===== src/rtl/whack_round_ctrl.sv =====
// Round controller for the box-hitting game: sensor debounce, LFSR target pick, response timer
// and scoring. Define WHACK_PENALTY_EN to treat wrong-box hits as misses that also cost a point.
module whack_round_ctrl #(
    parameter int unsigned DEBOUNCE_CYCLES = 16,
    parameter int unsigned TIMEOUT_CYCLES  = 50000000,
    parameter int unsigned ROUNDS          = 10,
    parameter logic [7:0]  LFSR_SEED       = 8'hA5
) (
    input  logic       CLOCK_50,
    input  logic       resetn,
    input  logic       start,
    input  logic [2:0] box_addr,
    output logic [2:0] target_box,
    output logic       round_active,
    output logic       hit,
    output logic       miss,
    output logic [7:0] score,
    output logic [7:0] rounds_left,
    output logic       game_over
);

    localparam int unsigned DebW = $clog2(DEBOUNCE_CYCLES);
    localparam int unsigned TmoW = $clog2(TIMEOUT_CYCLES);
    localparam logic [DebW-1:0] DebLast = DebW'(DEBOUNCE_CYCLES - 1);
    localparam logic [DebW-1:0] DebPrev = DebW'(DEBOUNCE_CYCLES - 2);
    localparam logic [TmoW-1:0] TmoLast = TmoW'(TIMEOUT_CYCLES - 1);
    localparam logic [7:0]      RoundsInit = 8'(ROUNDS);

    typedef enum logic [2:0] {
        StIdle,
        StArm,
        StWait,
        StHit,
        StMiss,
        StRelease,
        StDone
    } state_e;

    state_e          state_q;
    logic [2:0]      sample_q;
    logic [DebW-1:0] deb_cnt_q;
    logic [2:0]      stable_addr_q;
    logic [7:0]      lfsr_q;
    logic            lfsr_fb;
    logic [2:0]      last_target_q;
    logic [2:0]      cand_raw;
    logic [2:0]      cand;
    logic [TmoW-1:0] tmo_q;

    // Stable is updated on the same edge the counter reaches its last value, so a value held
    // for DEBOUNCE_CYCLES sampled edges becomes visible right after the last of them.
    always_ff @(posedge CLOCK_50 or negedge resetn) begin
        if (!resetn) begin
            sample_q      <= 3'd0;
            deb_cnt_q     <= '0;
            stable_addr_q <= 3'd0;
        end else if (box_addr != sample_q) begin
            sample_q  <= box_addr;
            deb_cnt_q <= '0;
        end else begin
            if (deb_cnt_q != DebLast) begin
                deb_cnt_q <= deb_cnt_q + 1'b1;
            end
            if (deb_cnt_q >= DebPrev) begin
                stable_addr_q <= sample_q;
            end
        end
    end

    // Fibonacci LFSR, x^8 + x^6 + x^5 + x^4 + 1
    always_comb begin
        lfsr_fb = lfsr_q[7] ^ lfsr_q[5] ^ lfsr_q[4] ^ lfsr_q[3];
    end

    always_ff @(posedge CLOCK_50 or negedge resetn) begin
        if (!resetn) begin
            lfsr_q <= LFSR_SEED;
        end else begin
            lfsr_q <= {lfsr_q[6:0], lfsr_fb};
        end
    end

    // Never repeat the previous target back to back.
    always_comb begin
        cand_raw = (lfsr_q[2:0] == 3'd0) ? 3'd1 : lfsr_q[2:0];
        if (cand_raw == last_target_q) begin
            cand = (cand_raw == 3'd7) ? 3'd1 : cand_raw + 3'd1;
        end else begin
            cand = cand_raw;
        end
    end

    always_ff @(posedge CLOCK_50 or negedge resetn) begin
        if (!resetn) begin
            state_q       <= StIdle;
            last_target_q <= 3'd0;
            tmo_q         <= '0;
            target_box    <= 3'd0;
            round_active  <= 1'b0;
            hit           <= 1'b0;
            miss          <= 1'b0;
            score         <= 8'd0;
            rounds_left   <= 8'd0;
            game_over     <= 1'b0;
        end else begin
            hit  <= 1'b0;
            miss <= 1'b0;
            unique case (state_q)
                StIdle, StDone: begin
                    if (start) begin
                        score       <= 8'd0;
                        rounds_left <= RoundsInit;
                        game_over   <= 1'b0;
                        state_q     <= StArm;
                    end
                end
                StArm: begin
                    last_target_q <= cand;
                    target_box    <= cand;
                    round_active  <= 1'b1;
                    tmo_q         <= '0;
                    state_q       <= StWait;
                end
                StWait: begin
                    if (stable_addr_q == last_target_q) begin
                        hit          <= 1'b1;
                        round_active <= 1'b0;
                        target_box   <= 3'd0;
                        state_q      <= StHit;
`ifdef WHACK_PENALTY_EN
                    end else if (stable_addr_q != 3'd0) begin
                        miss         <= 1'b1;
                        round_active <= 1'b0;
                        target_box   <= 3'd0;
                        state_q      <= StMiss;
`endif
                    end else if (tmo_q == TmoLast) begin
                        miss         <= 1'b1;
                        round_active <= 1'b0;
                        target_box   <= 3'd0;
                        state_q      <= StMiss;
                    end else begin
                        tmo_q <= tmo_q + 1'b1;
                    end
                end
                StHit: begin
                    if (score != 8'hFF) begin
                        score <= score + 8'd1;
                    end
                    rounds_left <= rounds_left - 8'd1;
                    state_q     <= StRelease;
                end
                StMiss: begin
`ifdef WHACK_PENALTY_EN
                    if (score != 8'd0) begin
                        score <= score - 8'd1;
                    end
`endif
                    rounds_left <= rounds_left - 8'd1;
                    state_q     <= StRelease;
                end
                StRelease: begin
                    // Hold off the next round until the player lets go of the sensor.
                    if (stable_addr_q == 3'd0) begin
                        if (rounds_left == 8'd0) begin
                            game_over <= 1'b1;
                            state_q   <= StDone;
                        end else begin
                            state_q <= StArm;
                        end
                    end
                end
                default: begin
                    state_q <= StIdle;
                end
            endcase
        end
    end

endmodule


===== config.mk =====
export PLATFORM = sky130hd
export DESIGN_NAME = whack_round_ctrl
export DESIGN_NICKNAME = d
export VERILOG_FILES = /design/src/rtl/whack_round_ctrl.sv
export SDC_FILE = /design/constraint.sdc
export NUM_CORES = 1
export LEC_CHECK = 0
export BUFFER_PORTS_ARGS = -buffer_cell sky130_fd_sc_hd__buf_2
export CORE_MARGIN = 2
export CORE_UTILIZATION = 60
export DETAILED_ROUTE_END_ITERATION = 16
export GPL_TIMING_DRIVEN = 0
export PLACE_DENSITY_LB_ADDON = 0.3
export SYNTH_ARGS = -nofsm -noshare
export SYNTH_HDL_FRONTEND = slang
export SYNTH_SLANG_ARGS = --single-unit
export TNS_END_PERCENT = 50

===== constraint.sdc =====
create_clock -name CLOCK_50 -period 2.7 [get_ports CLOCK_50]
set_input_delay 0.54 -clock CLOCK_50 [delete_from_list [all_inputs] [get_ports CLOCK_50]]
set_output_delay 0.54 -clock CLOCK_50 [all_outputs]
set_load 0.01 [all_outputs]

==> results of run 1 <==
-- critical path, cell delays in order, from the launching register on --
cell and delay (ns):
dfrtp_1 0.45, ha_1 0.29, nand3_4 0.16, nor4_4 0.49, a21bo_2 0.31, buf_6 0.17, a31oi_1 0.05, a211o_1 0.32
-- final cells by class --
type	instances	area, µm²	area share, %
Buffer	17	95.1	2.21
Tap cell	77	96.3	2.24
Sequential cell	73	1830	42.6
Clock buffer	9	124	2.88
Timing Repair Buffer	28	143	3.32
Clock inverter	7	70.1	1.63
Inverter	10	37.5	0.873
Multi-Input combinational cell	297	1900	44.3
-- synth_stat cells, drive strengths merged (5+ instances only) --
master,n,area (µm²)
nand2,39,146
xnor2,12,105
a21oi,13,65.1
inv,10,37.5
nor2,31,119
nand3,19,108
a211o,6,52.6
dfrtp,69,1730
o22ai,5,31.3
a221o,5,50.1
buf,7,56.3
nor3,10,50.1
clkbuf,10,38.8
and3,12,76.3
a31oi,19,119
nand4,11,75.1
nor4,7,88.8
ha,7,87.6
o21ai,37,185
-- cell usage in the layout (no fill, tap or decap), types with 5 or more instances in the layout --
cell type	instances
o21ai_0	37
nand4_1	10
nor2_1	30
a21oi_1	13
nor3_1	10
dfrtp_1	69
clkbuf_1	9
clkbuf_8	9
o22ai_1	5
a31oi_1	19
and3_1	11
xnor2_1	12
a221o_1	5
nand3_1	18
a211o_1	6
nand2_1	39
buf_2	30
ha_1	7
inv_1	10
-- worst min-delay path by stage --
stage / startpoint / slack [ns] / end / depth (start not counted)
finish: resetn / 0.29 / tmo_q[25]$_DFFE_PN0P_ / 1
global route: lfsr_q[6]$_DFF_PN0_ / 0.38 / lfsr_q[7]$_DFF_PN1_ / 0
CTS: resetn / 0.34 / tmo_q[25]$_DFFE_PN0P_ / 1
detailed placement: lfsr_q[6]$_DFF_PN0_ / 0.34 / lfsr_q[7]$_DFF_PN1_ / 0
global placement: lfsr_q[6]$_DFF_PN0_ / 0.34 / lfsr_q[7]$_DFF_PN1_ / 0
floorplan: resetn / 0.24 / deb_cnt_q[0]$_DFFE_PN0P_ / 0
-- flip-flops by register name (all words and copies together) (netlist names), 3 cells and up --
name           count
tmo_q             26
lfsr_q             8
rounds_left        8
score              8
deb_cnt_q          4
last_target_q      3
sample_q           3
stable_addr_q      3
state_q            3
target_box         3
-- where the power goes --
group / total, µW / switching, µW / leakage [µW] / internal (µW)
clock: 860 / 434 / 0.0000994 / 426
combinational: 1210 / 772 / 0.000938 / 440
sequential: 1390 / 156 / 0.000969 / 1240
total: 3470 / 1360 / 0.00201 / 2100
-- metal layers --
| metal | GRT usage, % | routed length, µm |
|---|---|---|
| met2 | 39.8 | 3970 |
| met3 | 5.21 | 401 |
| met4 | 10.3 | 155 |
| met1 | 31.6 | 3530 |
| met5 | 0 | 0 |
-- logic make-up (layout without fill, tap and decap cells) --
| group | after synthesis | in the layout | share of synthesized area [%] |
|---|---|---|---|
| buffers and inverters | 27 | 71 | 3.43 |
| and+or+nand+nor | 157 | 157 | 23.0 |
| xor gates and xnor gates | 16 | 16 | 3.62 |
| adders and majority gates | 7 | 7 | 2.26 |
| muxes | 6 | 6 | 1.68 |
| AOI/OAI and AO/OA | 111 | 111 | 18.6 |
| DFF | 73 | 73 | 47.4 |
-- through the flow --
| step | utilization (%) | hold slack (ns) |
|---|---|---|
| 2_1_floorplan | - | 0.244 |
| 6_report | 68.5 | 0.289 |
| 3_3_place_gp | 65.4 | 0.342 |
| 4_1_cts | 68.5 | 0.340 |
| 5_1_grt | 68.5 | 0.383 |
| 3_5_place_dp | 65.4 | 0.337 |
==> reports/qor.yml, run 1 <==
run_status:
  status: "finished, final reports clean"
synth:
  synth_top_flop_cell: "dfrtp_1"
  synth_nets: 410
  synth_cells: 397
  synth_edf_count: 0
  synth.avg_cell_area_um2: 9.74
  yosysUniqueCellTypes: 61
  ys_seq_area_share_pct: 47.4
  synth.ff_latch_count: 73
  ys_async_sr_fraction_pct: 100
  yosys_warnings: 0
  synth_area_um2: 3870
worst_setup_path:
  reg2reg_setup_slack_ns: 0.34
  critPathCaptureType: "register"
  rr_worst_depth: 7
  r2r-start: "tmo_q[0]$_DFFE_PN0P_"
  path_class: "register to register"
  r2r_end: "tmo_q[21]$_DFFE_PN0P_"
  cp-start-kind: "register"
  worstPathArrival_ns: 2.60
  cp.required_ns: 2.94
  critPathMaxFanout: 10
  cp-endpoint: "tmo_q[21]$_DFFE_PN0P_"
  worstSetupStartpoint: "tmo_q[0]$_DFFE_PN0P_"
sta:
  fmax_ghz: 0.424
  tightest_slew_ns: 0.892
  finalSetupTns_ns: 0
  rsz0062_at_grt: "false"
  maxSlewViolCount: 0
  fin_crit_ns: 2.36
  finalCritPeriodShare_pct: 87.4
  setup_viol: 0
  finalClockSkew_ns: 0.00579
  setup_ws_ns: 0.341
  timing.slew.headroom_pct: 40.5
  hold_viol_final: 0
place:
  dpl.hpwl_um: 5490
  portBuffers: 28
  pre_cts_ws_ns: 0.406
  gp_congestion: 0.881
  place_inst: 502
  placed_area_um2: 4110
detailed_routing:
  vias_per_cell: 6.33
  drc: 0
  vias: 3277
  wirelength_um: 8050
  post_drt_wl_per_cell_um: 15.5
  firstDrtPassIters: 5
  drtIter0Drc: 213
  drtAntennaViolNets: 0
die:
  die_w_um: 84.3
  start_util_pct: 61.6
  fp.dieH_um: 84.3
  pin_count: 29
  die-area_um2: 7100
  num_rows: 29
  coreArea_um2: 6280
cts:
  cts_root_buf: "clkbuf_8"
  ctsResizeCount: 0
  cts_tree: "yes"
  cts_sinks: 73
  clk_path_buf_depth: 2
  cts_setup_buffers: 0
  clk_pin_slew_worst_paths_ns: 0.08
  h-tree-depth: 3
  ctsHoldBuffers: 0
  clock_latency_ns: 0.36
  numCtsBuffers: 9
cells_and_area:
  fillCellCount: 486
  final_nets: 449
  stdcell_count: 518
  design_area_um2: 4300
  area_delta_synth_final_pct: 11.2
  drive_gt1_share_pct: 17.0
  diodes: 0
global_route:
  grt_pass1_wl_um: 13900
  grt-ovfl-total: 0
  antenna_found_initial: 0
  grt.total_usage_pct: 24.3
  grt_max_degree: 74
  grt_pass1_vias: 3057
power_and_ir_drop:
  vdd_drop_max_v: 0.000547
  power_density_nw_per_um2: 806
  p_leak_uw: 0.00201
  totalPowerFinal_uw: 3470
run:
  drv_cap: 0
min_path:
  min_path_type: "primary input to asynchronous set/reset pin"
No activity file was read; power rests on OpenSTA's default activity.
==> run 2: changes to the inputs <==
Settings changed: ABC_AREA from default to 1, CORE_UTILIZATION 60 to 65.
Clock period 2.7 ns to 2.95 ns, I/O delays scaled along.
==> reports/qor.yml, run 2 <==
synth:
  yosys_warnings: 0
  synth.avg_cell_area_um2: 7.39
  synth_area_leaders: "dfrtp_1, nand2_1, nor2_1"
  synth_common_cells: "nand2_1, dfrtp_1, nor2_1"
  synth_top_flop_cell: "dfrtp_1"
  synth_nets: 586
  yosysUniqueCellTypes: 36
  synth_top_area_share_pct: 40.8
  synth.ff_latch_count: 73
  synth_top_cell_by_area: "dfrtp_1"
  ys_async_sr_fraction_pct: 100
  ys_seq_area_share_pct: 43.3
  synth_area_um2: 4230
  synth_edf_count: 0
  yosysMostFrequentCell: "nand2_1"
  synth_cells: 573
detailed_routing:
  wirelength_um: 8820
  post_drt_wl_per_cell_um: 12.7
  drtIter0Drc: 252
  firstDrtPassIters: 5
  vias: 3719
  drc: 0
  vias_per_cell: 5.36
  drtAntennaViolNets: 0
die:
  fp.dieH_um: 84.7
  num_rows: 29
  start_util_pct: 67.1
  coreArea_um2: 6310
  die-area_um2: 7180
  pin_count: 29
  die_w_um: 84.7
worst_setup_path:
  r2r_end: "tmo_q[1]$_DFFE_PN0P_"
  rr_worst_depth: 11
  r2r-start: "tmo_q[0]$_DFFE_PN0P_"
  critPathCaptureType: "register"
  cp.required_ns: 3.20
  cp-start-kind: "register"
  worstPathArrival_ns: 2.13
  path_class: "register to register"
  critPathMaxFanout: 10
  reg2reg_setup_slack_ns: 1.07
cells_and_area:
  fin_util_pct: 74.0
  final_cell_mix: "nand2_1, dfrtp_1, nor2_1, inv_1, nand3_1"
  area_delta_synth_final_pct: 10.3
  regMostFlops: "tmo_q"
  largest_reg_flops: 26
  diodes: 0
  final_nets: 625
  drive_gt1_share_pct: 12.2
  final_common_cell: "nand2_1"
sta:
  tightest_slew_ns: 0.911
  rsz0062_at_grt: "false"
  fmax_ghz: 0.532
  finalSetupTns_ns: 0
  timing.slew.headroom_pct: 39.3
  setup_viol: 0
  hold_viol_final: 0
  finalClockSkew_ns: 0.00553
  maxSlewViolCount: 0
  finalCritPeriodShare_pct: 63.7
  fin_crit_ns: 1.88
run_status:
  status: "finished, final reports clean"
global_route:
  grt_max_degree: 74
  grt_pass1_wl_um: 15700
  grt-ovfl-total: 0
  grt.total_usage_pct: 27.0
  grt_pass1_vias: 3596
  antenna_found_initial: 0
place:
  portBuffers: 28
  dpl.hpwl_um: 6290
  gp_congestion: 0.881
cts:
  cts_root_buf: "clkbuf_8"
  cts_tree: "yes"
  cts_setup_buffers: 0
  ctsHoldBuffers: 0
  clk_path_buf_depth: 2
  ctsResizeCount: 0
  numCtsBuffers: 9
  clk_pin_slew_worst_paths_ns: 0.08
  h-tree-depth: 3
  clock_latency_ns: 0.35
  cts_sinks: 73
min_path:
  min_path_type: "primary input to asynchronous set/reset pin"
power_and_ir_drop:
  vdd_drop_max_v: 0.000618
  p_leak_uw: 0.00238
  power_density_nw_per_um2: 697
run:
  drv_cap: 0
==> run 2: final cells by class <==
| type | count | area (µm²) |
|---|---|---|
| Clock inverter | 4 | 51.3 |
| Clock buffer | 12 | 145 |
| Sequential cell | 73 | 1830 |
| Buffer | 10 | 76.3 |
| Multi-Input combinational cell | 427 | 2090 |
| Tap cell | 77 | 96.3 |
| Timing Repair Buffer | 28 | 143 |
| Fill cell | 469 | 1640 |
| Inverter | 63 | 236 |
==> run 2: how the worst max path moves through the flow <==
stage | from | end | depth (start not counted) | slack, ns
6_report | tmo_q[0]$_DFFE_PN0P_ | tmo_q[1]$_DFFE_PN0P_ | 11 | 1.07
5_1_grt | score[0]$_DFFE_PN0P_ | score[3]$_DFFE_PN0P_ | 10 | 0.87
4_1_cts | tmo_q[0]$_DFFE_PN0P_ | tmo_q[1]$_DFFE_PN0P_ | 11 | 1.07
3_5_place_dp | tmo_q[0]$_DFFE_PN0P_ | tmo_q[1]$_DFFE_PN0P_ | 11 | 1.09
3_3_place_gp | resetn | score[7]$_DFFE_PN0P_ | 1 | 0.88
2_1_floorplan | score[0]$_DFFE_PN0P_ | score[7]$_DFFE_PN0P_ | 10 | 1.40
==> run 2: through the flow <==
step                cells  hold WS [ns]  total power, µW  cell area (µm²)  setup WS [ns]
global placement      678         0.335             2420             4470          0.884
detailed placement    678         0.337             2470             4470           1.09
finish                694         0.348             3250             4670           1.07
floorplan             573         0.294             2120             4230           1.40
CTS                   694         0.355             3270             4670           1.07
global route          694         0.378             3470             4670          0.873
==> run 2: cell families (layout without fill, tap and decap cells) <==
group | Yosys count | count (layout) | synth area share (%)
buffers and inverters | 73 | 117 | 7.39
adders and majority gates | 7 | 7 | 2.07
AOI/OAI and AO/OA | 39 | 39 | 5.14
DFF | 73 | 73 | 43.3
and+or+nand+nor | 349 | 349 | 35.5
xor gates and xnor gates | 32 | 32 | 6.62
==> run 2: worst max-delay path, cell delays in order, from the launching register on <==
cell,delay (ns)
dfrtp_1,0.41
ha_1,0.23
nand3_2,0.16
inv_2,0.15
nand2_1,0.06
nor2_1,0.14
nand2_1,0.11
nand3_2,0.13
inv_2,0.11
buf_6,0.16
nand2_1,0.06
nand2_1,0.05
==> run 2: metal layers <==
layer / vias up / global-route usage [%] / share of wire, %
met3: 12 / 5.80 / 3.9
li1: 1887 / - / -
met2: 81 / 46.9 / 50
met5: - / 0 / 0
met4: 0 / 7.22 / 1.1
met1: 1739 / 34.2 / 45
==> run 2: report_power, final <==
group	switching (µW)	internal, µW
combinational	787	408
sequential	132	1130
clock	377	416
total	1300	1960
==> run 3: changes to the inputs <==
Settings changed: ABC_AREA 1 to 0, CORE_UTILIZATION 65 to 54.
Clock period 2.95 ns to 1.6 ns, I/O delays scaled along.
==> reports/qor.yml, run 3 (synthesis results as in run 1) <==
sta:
  hold_viol_final: 0
  timing.slew.headroom_pct: 39.0
  tightest_slew_ns: 0.915
  fin_crit_ns: 2.01
  finalClockSkew_ns: 0.00789
  fmax_ghz: 0.499
  setup_ws_ns: -0.405
  maxSlewViolCount: 0
  rsz0062_at_grt: "true"
  finalCritPeriodShare_pct: 125
  setup_viol: 36
place:
  portBuffers: 28
  place_inst: 521
  dpl.hpwl_um: 5610
  gp_congestion: 0.834
run:
  drv_cap: 0
detailed_routing:
  wirelength_um: 10300
  drtAntennaViolNets: 0
  vias: 3597
  firstDrtPassIters: 5
  vias_per_cell: 6.28
  post_drt_wl_per_cell_um: 18.1
  drc: 0
  drtIter0Drc: 285
power_and_ir_drop:
  power_frac_seq_pct: 35.1
  totalPowerFinal_uw: 6790
  share_comb_of_total_power_pct: 41.9
  cellInternalPower_uw: 4010
  sw_frac_of_total_pct: 40.9
  power_density_nw_per_um2: 1340
  p_leak_uw: 0.00225
  clkPwrFrac_pct: 23.0
  power.switching_uw: 2780
  vdd_drop_max_v: 0.00110
cells_and_area:
  regMostFlops: "tmo_q"
  fin_util_pct: 73.7
  final_cell_mix: "dfrtp_1, nand2_1, buf_4, buf_2, nor2_1"
  largest_reg_flops: 26
  diodes: 0
  fillCellCount: 433
  drive_gt1_share_pct: 37.9
  stdcell_count: 573
  area_delta_synth_final_pct: 30.9
  final_common_cell: "dfrtp_1"
  final_nets: 485
global_route:
  grt.total_usage_pct: 25.3
  grt-ovfl-total: 0
  antenna_found_initial: 0
  grt_max_degree: 74
  grt_pass1_wl_um: 15500
  grt_pass1_vias: 3317
cts:
  cts_tree: "yes"
  clk_pin_slew_worst_paths_ns: 0.09
  h-tree-depth: 3
  clock_latency_ns: 0.36
  cts_root_buf: "clkbuf_8"
  numCtsBuffers: 9
  ctsHoldBuffers: 0
  clk_path_buf_depth: 2
  cts_sinks: 73
die:
  die-area_um2: 7860
  coreArea_um2: 6870
  fp.dieH_um: 88.6
  die_w_um: 88.6
  start_util_pct: 56.3
  pin_count: 29
  num_rows: 30
worst_setup_path:
  cp.required_ns: 1.84
  cp-start-kind: "register"
  critPathMaxFanout: 8
  critPathCaptureType: "register"
  worstPathArrival_ns: 2.25
  path_class: "register to register"
run_status:
  status: "complete, but fails checks"
  violations: "setup timing"
min_path:
  min_path_type: "primary input to asynchronous set/reset pin"
## run 3: changes by cell type in the layout (fill, tap and decap cells not counted), moves of 13 or more
cell     previous run  this run
dfrtp_1            69        56
inv_1              54         9
nand2_1           209        35
dfrtp_2             0        13
a31oi_1             0        17
o21ai_1             1        17
nor2_1             63        25
nand3_1            47        13
buf_4               1        32
xor2_1             20         4
## run 3: critical path: stages, from the launching register on
cell,delay [ns]
dfrtp_1,0.35
buf_6,0.14
nand4_1,0.13
buf_6,0.17
nor4_4,0.25
buf_4,0.19
nand4_1,0.16
and3_4,0.21
a221o_1,0.28
## run 3: path summary, 6_finish.rpt
| check | from | end | slack, ns | cells past startpoint |
|---|---|---|---|---|
| hold reg to reg | lfsr_q[6]$_DFF_PN0_ | lfsr_q[7]$_DFF_PN1_ | 0.36 | 0 |
| hold / removal | resetn | rounds_left[6]$_DFFE_PN0P_ | 0.08 | 1 |
| setup / recovery | tmo_q[9]$_DFFE_PN0P_ | tmo_q[19]$_DFFE_PN0P_ | -0.41 | 8 |
| max in group asynchronous | resetn | tmo_q[20]$_DFFE_PN0P_ | 0.87 | 1 |
| setup reg to reg | tmo_q[9]$_DFFE_PN0P_ | tmo_q[19]$_DFFE_PN0P_ | -0.41 | 8 |
| min in group CLOCK_50 | box_addr[1] | sample_q[1]$_DFFE_PN0N_ | 0.16 | 2 |
## run 3: repair_timing
action | 4_1_cts | 5_1_grt
resized for setup | 40 | 82
pin swaps | 14 | 28
gates cloned | 1 | 2
endpoints found under the setup margin | 51 | 54
setup buffers | 20 | 16
## run 3: power groups by stage
stage | Clock, µW | Combinational (µW) | Sequential [µW]
after detailed placement | 0 | 2070 | 2390
after CTS | 1570 | 2400 | 2340
after floorplan | 0 | 1410 | 2400
after global placement | 0 | 2020 | 2370
final | 1560 | 2840 | 2380
after global routing | 1660 | 3090 | 2420
## run 3: layout make-up
cell class	instances	area, µm²	area share (%)
flip-flops and latches	73	1850	36.5
repair buffers	66	468	9.25
multi-input cells	297	2260	44.7
inverters	10	37.5	0.742
clock inverters	7	83.8	1.66
well taps	96	120	2.37
plain buffers	15	116	2.30
clock buffers	9	124	2.45
## run 3: per-stage QoR
| stage | cell area, µm² | setup WS (ns) | TNS (ns) | hold slack (ns) |
|---|---|---|---|---|
| after detailed placement | 4160 | -0.520 | -15.73 | 0.345 |
| after CTS | 4650 | -0.342 | -9.30 | 0.113 |
| final | 5060 | -0.405 | -9.35 | 0.0799 |
| after global placement | 4160 | -0.476 | -27.84 | 0.337 |
| after global routing | 5060 | -0.478 | -12.86 | 0.159 |
| after floorplan | 3900 | -0.247 | -5.78 | 0.0244 |
## run 3: metal layers
metal / part of all wire (%) / up-vias / global-route usage, %
li1: - / 1635 / -
met1: 42 / 1772 / 34.0
met2: 50 / 162 / 40.2
met3: 5.6 / 28 / 4.48
met4: 2.1 / 0 / 11.7
met5: 0 / - / 0
